<file path="config.mk">
export PLATFORM = sky130hd
export DESIGN_NAME = hdbn_sub_encoder
export DESIGN_NICKNAME = d
export VERILOG_FILES = /design/src/rtl/hdbn_pkg.sv /design/src/rtl/hdbn_polarity.sv /design/src/rtl/hdbn_sub_encoder.sv
export SDC_FILE = /design/constraint.sdc
export NUM_CORES = 1
export LEC_CHECK = 0
export ABC_CLOCK_PERIOD_IN_PS = 2000
export CAP_MARGIN = 20
export CELL_PAD_IN_SITES_DETAIL_PLACEMENT = 2
export CELL_PAD_IN_SITES_GLOBAL_PLACEMENT = 2
export CORE_AREA = 8 8 55 57
export DETAILED_ROUTE_END_ITERATION = 8
export DIE_AREA = 0 0 63 65
export PLACE_DENSITY_LB_ADDON = 0.3
export SKIP_CTS_REPAIR_TIMING = 1
export SLEW_MARGIN = 30
export SYNTH_ARGS = -nofsm -noshare
export SYNTH_HDL_FRONTEND = slang
export SYNTH_SLANG_ARGS = --single-unit
</file>
<file path="constraint.sdc">
create_clock -name i_clk -period 2 [get_ports i_clk]
set_clock_uncertainty 0.1 [all_clocks]
set_input_delay 0.4 -clock i_clk [delete_from_list [all_inputs] [get_ports i_clk]]
set_output_delay 0.4 -clock i_clk [all_outputs]
set_load 0.01 [all_outputs]
</file>
<file path="src/rtl/hdbn_pkg.sv">
// Shared symbol encoding for the HDBn chain: 00 zero, 01 mark, 10 violation (V), 11 balancing pulse (B).
package hdbn_pkg;

    localparam int CODE_W = 2;

    localparam logic [CODE_W-1:0] CODE_ZERO = 2'b00;
    localparam logic [CODE_W-1:0] CODE_ONE  = 2'b01;
    localparam logic [CODE_W-1:0] CODE_V    = 2'b10;
    localparam logic [CODE_W-1:0] CODE_B    = 2'b11;

endpackage

</file>
<file path="src/rtl/hdbn_polarity.sv">
// Output polarity stage: maps registered HDBn symbols to one-hot positive/negative line pulses.
// Instantiated by hdbn_sub_encoder only when HDBN_POLARITY_EN is defined.
module hdbn_polarity
    import hdbn_pkg::*;
(
    input  logic              i_clk,
    input  logic              i_rst_n,
    input  logic              i_clr,
    input  logic              i_valid,
    input  logic [CODE_W-1:0] i_code,
    output logic              o_pos,
    output logic              o_neg
);

    logic r_last_pos;
    logic r_pos;
    logic r_neg;
    logic w_mark;
    logic w_pol_pos;

    // Marks and B alternate against the last pulse; V repeats it to flag the violation.
    always_comb begin
        w_mark    = 1'b0;
        w_pol_pos = r_last_pos;
        case (i_code)
            CODE_ONE, CODE_B: begin
                w_mark    = 1'b1;
                w_pol_pos = ~r_last_pos;
            end
            CODE_V: begin
                w_mark    = 1'b1;
                w_pol_pos = r_last_pos;
            end
            default: begin
                w_mark    = 1'b0;
                w_pol_pos = r_last_pos;
            end
        endcase
    end

    always_ff @(posedge i_clk or negedge i_rst_n) begin
        if (!i_rst_n) begin
            r_last_pos <= 1'b0;
            r_pos      <= 1'b0;
            r_neg      <= 1'b0;
        end else if (i_clr) begin
            r_last_pos <= 1'b0;
            r_pos      <= 1'b0;
            r_neg      <= 1'b0;
        end else begin
            r_pos <= i_valid & w_mark & w_pol_pos;
            r_neg <= i_valid & w_mark & ~w_pol_pos;
            if (i_valid && w_mark) begin
                r_last_pos <= w_pol_pos;
            end
        end
    end

    assign o_pos = r_pos;
    assign o_neg = r_neg;

endmodule

</file>
<file path="src/rtl/hdbn_sub_encoder.sv">
// HDBn substitution encoder: codes each accepted bit, turns every run of N+1 zeros into B0..0V or 0..0V,
// and emits symbols N+2 accepted beats later. Define HDBN_POLARITY_EN to add the o_pos/o_neg line outputs.
module hdbn_sub_encoder
    import hdbn_pkg::*;
#(
    parameter int N               = 3,
    parameter bit INIT_PARITY_ODD = 1'b0
) (
    input  logic              i_clk,
    input  logic              i_rst_n,
    input  logic              i_clr,
    input  logic              i_valid,
    input  logic              i_data,
    output logic              o_valid,
    output logic [CODE_W-1:0] o_code
`ifdef HDBN_POLARITY_EN
    ,
    output logic              o_pos,
    output logic              o_neg
`endif
);

    localparam int            ZW    = $clog2(N + 1);
    localparam logic [ZW-1:0] Z_MAX = ZW'(N);

    logic [N:0]               r_vld;
    logic [N+1:0][CODE_W-1:0] r_code;
    logic [ZW-1:0]            r_zcnt;
    logic                     r_parity;
    logic                     r_valid;

    logic                     w_accept;
    logic                     w_run_end;
    logic                     w_insert_b;
    logic                     w_out_valid;
    logic [CODE_W-1:0]        w_code_in;
    logic [ZW-1:0]            w_zcnt_next;
    logic                     w_parity_next;
    logic [N:0]               w_vld_next;
    logic [N+1:0][CODE_W-1:0] w_code_next;

    assign w_accept    = i_valid & ~i_clr;
    assign w_run_end   = ~i_data & (r_zcnt == Z_MAX);
    assign w_insert_b  = w_run_end & ~r_parity;
    assign w_out_valid = w_accept & r_vld[N];

    // A V clears parity, but an inserted B is itself a mark, so parity leaves a substituted run odd.
    always_comb begin
        w_code_in     = CODE_ZERO;
        w_zcnt_next   = r_zcnt + ZW'(1);
        w_parity_next = r_parity;
        if (i_data) begin
            w_code_in     = CODE_ONE;
            w_zcnt_next   = '0;
            w_parity_next = ~r_parity;
        end else if (w_run_end) begin
            w_code_in     = CODE_V;
            w_zcnt_next   = '0;
            w_parity_next = w_insert_b;
        end
    end

    // Stage N holds the first zero of the run at the moment its V enters stage 0.
    always_comb begin
        w_vld_next  = {r_vld[N-1:0], 1'b1};
        w_code_next = {r_code[N:0], w_code_in};
        if (w_insert_b) begin
            w_code_next[N] = CODE_B;
        end
    end

    always_ff @(posedge i_clk or negedge i_rst_n) begin
        if (!i_rst_n) begin
            r_vld    <= '0;
            r_code   <= '0;
            r_zcnt   <= '0;
            r_parity <= INIT_PARITY_ODD;
            r_valid  <= 1'b0;
        end else if (i_clr) begin
            r_vld    <= '0;
            r_code   <= '0;
            r_zcnt   <= '0;
            r_parity <= INIT_PARITY_ODD;
            r_valid  <= 1'b0;
        end else begin
            r_valid <= w_out_valid;
            if (w_accept) begin
                r_vld    <= w_vld_next;
                r_code   <= w_code_next;
                r_zcnt   <= w_zcnt_next;
                r_parity <= w_parity_next;
            end
        end
    end

    assign o_valid = r_valid;
    assign o_code  = r_code[N+1];

`ifdef HDBN_POLARITY_EN
    hdbn_polarity u_polarity (
        .i_clk   (i_clk),
        .i_rst_n (i_rst_n),
        .i_clr   (i_clr),
        .i_valid (w_out_valid),
        .i_code  (r_code[N]),
        .o_pos   (o_pos),
        .o_neg   (o_neg)
    );
`endif

endmodule

</file>
==> qor.yml <==
sta:
  period_needed_ps: 1700
  slew_headroom: 0.836
  layout_setup_ws_ps: 302
  finalCritPeriodShare: 0.849
  rsz0062_at_grt: "no"
  hold_viol: 0
  worst_slew_pin_slew_ps: 245
  slew_viol_final: 0
  finalSetupTns_ps: 0
  finalSetupViolCount: 0
  max_freq_mhz: 589
cells_and_area:
  final_nets: 85
  n_antenna_cell: 0
  final_util: 0.426
  area_delta_synth_final_pct: 14.9
  layout-drive-gt1-share: 0.128
clock_network:
  cts_buffer_depth: 2
  cts_tree: "built"
  cts-root-buf: "clkbuf_4"
  cts_inserted_buffers: 3
  clkTransAtPathRegs_ps: 100
  cts_sinks: 18
  cts_max_level: 1
  worstSkewPairLatency_ps: 290
placement:
  io_buffers: 7
  gp_congestion: 0.645
  place_hpwl_um: 1100
  place_ws_ps: 168
critical_path:
  path_class: "flop to output pin"
  cp_slowest_stage_delay_ps: 540
  path_max_fanout: 2
  cp.depth: 1
  timing.rr.end: "r_code[7]"
  worstPathArrival_ps: 1200
  cp.required_ps: 1500
  startpoint_type: "flop"
  cp_slowest_cell: "clkdlybuf4s50_1"
  worstRegToRegCells: 3
  cp_cell_sequence: "clkdlybuf4s50_1"
  cp_top_family: "buffers and inverters"
  setup.worst_path.start: "o_code[1]"
  r2r_slack_ps: 530
  cp-end-kind: "output pin"
  critPathCapture: "o_code[1]"
  crit_buf_inv: 1
  worstReg2RegStart: "r_zcnt[0]"
route:
  drt_iter0_drc: 9
  firstDrtPassIters: 3
  routed_wl_um: 1570
  avgViaCountPerCell: 4.88
  wl_per_cell_um: 14.8
  drcViolationCount: 0
  vias: 517
  ant_nets: 0
logic_synthesis:
  yosysTopAreaCell: "dfrtp_1"
  ys_warn_count: 0
  yosysSeqAreaShare: 0.565
  syn_avg_cell_area_um2: 11.6
  syn-num-nets: 75
  netlist-cell-type-count: 19
  syn_area_um2: 797
  synth_seq_cells: 18
  yosys-top-cells-area: "dfrtp_1 57%, mux2i_1 13%, nor2_1 7.5%"
  synthDominantCellAreaShare: 0.565
  syn-instance-count: 69
job:
  max_cap_violations: 0
power:
  leakage_nw: 0.432
  irDropWorstVdd_v: 0.000360
  power_density_nw_per_um2: 730
worst_hold_path:
  holdCritPathClass: "primary input to async pin"
floorplanning:
  die_h_um: 65
  die_w_um: 63
  core_um2: 2150
  rows: 17
  initial_utilization: 0.371
  ioPinCount: 8
  die-area_um2: 4100
outcome:
  status: "finished clean"
global_routing:
  gr-total-overflow: 0
  grt_pass1_wl_um: 2870
  grt_pass1_vias: 585
  grt_max_degree: 19
  groute.usage.overall: 0.0896
  antenna_found_initial: 0
-- power breakdown --
group / leakage, nW / switching, mW / internal [mW] / total, mW
combinational: 0.166 / 0.0321 / 0.0301 / 0.0622
clock: 0.0210 / 0.113 / 0.111 / 0.224
sequential: 0.245 / 0.00717 / 0.375 / 0.382
-- worst register-to-register path: cells and delay by family (launching register included) --
| kind | cells | cell delay [ps] |
|---|---|---|
| fa+ha+maj | 1 | 220 |
| compound gates | 1 | 280 |
| flops | 1 | 390 |
| simple gates | 1 | 390 |
-- how the worst min path moves through the flow --
| stage | slack (ps) | cells after the start | start | end |
|---|---|---|---|---|
| floorplan | 4 | 0 | i_rst_n | o_code[0] |
| global placement | 390 | 2 | r_vld[0] | r_vld[0] |
| detailed placement | 400 | 2 | r_vld[0] | r_vld[0] |
| CTS | 320 | 2 | i_rst_n | r_code[2] |
| global route | 320 | 2 | i_rst_n | r_code[2] |
| finish | 320 | 2 | i_rst_n | r_code[2] |
-- sequential cells by signal (all words and copies together) (netlist names) --
name / cells
r_parity: 1
r_zcnt: 2
o_code: 2
r_vld: 4
r_code: 8
o_valid: 1
-- logic make-up after synthesis --
group / synth area share
AND/OR/NAND/NOR: 0.157
flip-flops: 0.565
multiplexers: 0.140
AO/OA/AOI/OAI: 0.0471
adder cells (fa/ha/maj): 0.0157
buffers and inverters: 0.0753
-- final cells by class --
cell class	count	area (um2)
fill	241	1230
multi-input combinational	43	287
timing repair buffer	11	100
inverter	2	7.51
sequential	18	450
tap	28	35.0
clock buffer	4	36.3
-- routing by layer --
metal | global-route usage | routed length (um)
met4 | 0.0598 | 34
met1 | 0.102 | 707
met5 | 0 | 0
met2 | 0.143 | 785
met3 | 0.0275 | 45
-- cells in the mapped netlist --
cell / number
a311oi_1: 2
or3b_2: 1
buf_4: 2
nand2_1: 1
ha_1: 1
clkbuf_1: 1
nor2b_1: 1
nor2_1: 16
inv_1: 2
dfrtp_1: 18
buf_6: 3
nand2b_1: 3
a21oi_1: 3
mux2i_1: 10
nand4bb_1: 1
o21ai_0: 1
mux2_2: 1
nand3b_1: 1
or3b_1: 1
-- layout by cell type (no fill, tap or decap) --
cell type,count
nor2_1,16
nand4bb_1,1
nand3b_1,1
nor2b_1,1
clkbuf_4,3
o21ai_0,1
ha_1,1
dfrtp_1,18
a311oi_1,2
mux2_2,1
clkdlybuf4s50_1,7
or3b_2,1
clkbuf_8,1
mux2i_1,10
nand2b_1,3
nand2_1,1
inv_1,2
a21oi_1,3
buf_4,4
or3b_1,1
-- through the flow --
stage	hold WS, ps	instance area, um2	total power [mW]	std cells
3_5_place_dp	397	880	0.454	102
2_1_floorplan	4.41	797	0.427	69
4_1_cts	317	916	0.684	106
3_3_place_gp	387	880	0.451	102
5_1_grt	320	916	0.703	106
6_report	322	916	0.669	106
(Power assumes the default switching activity.)
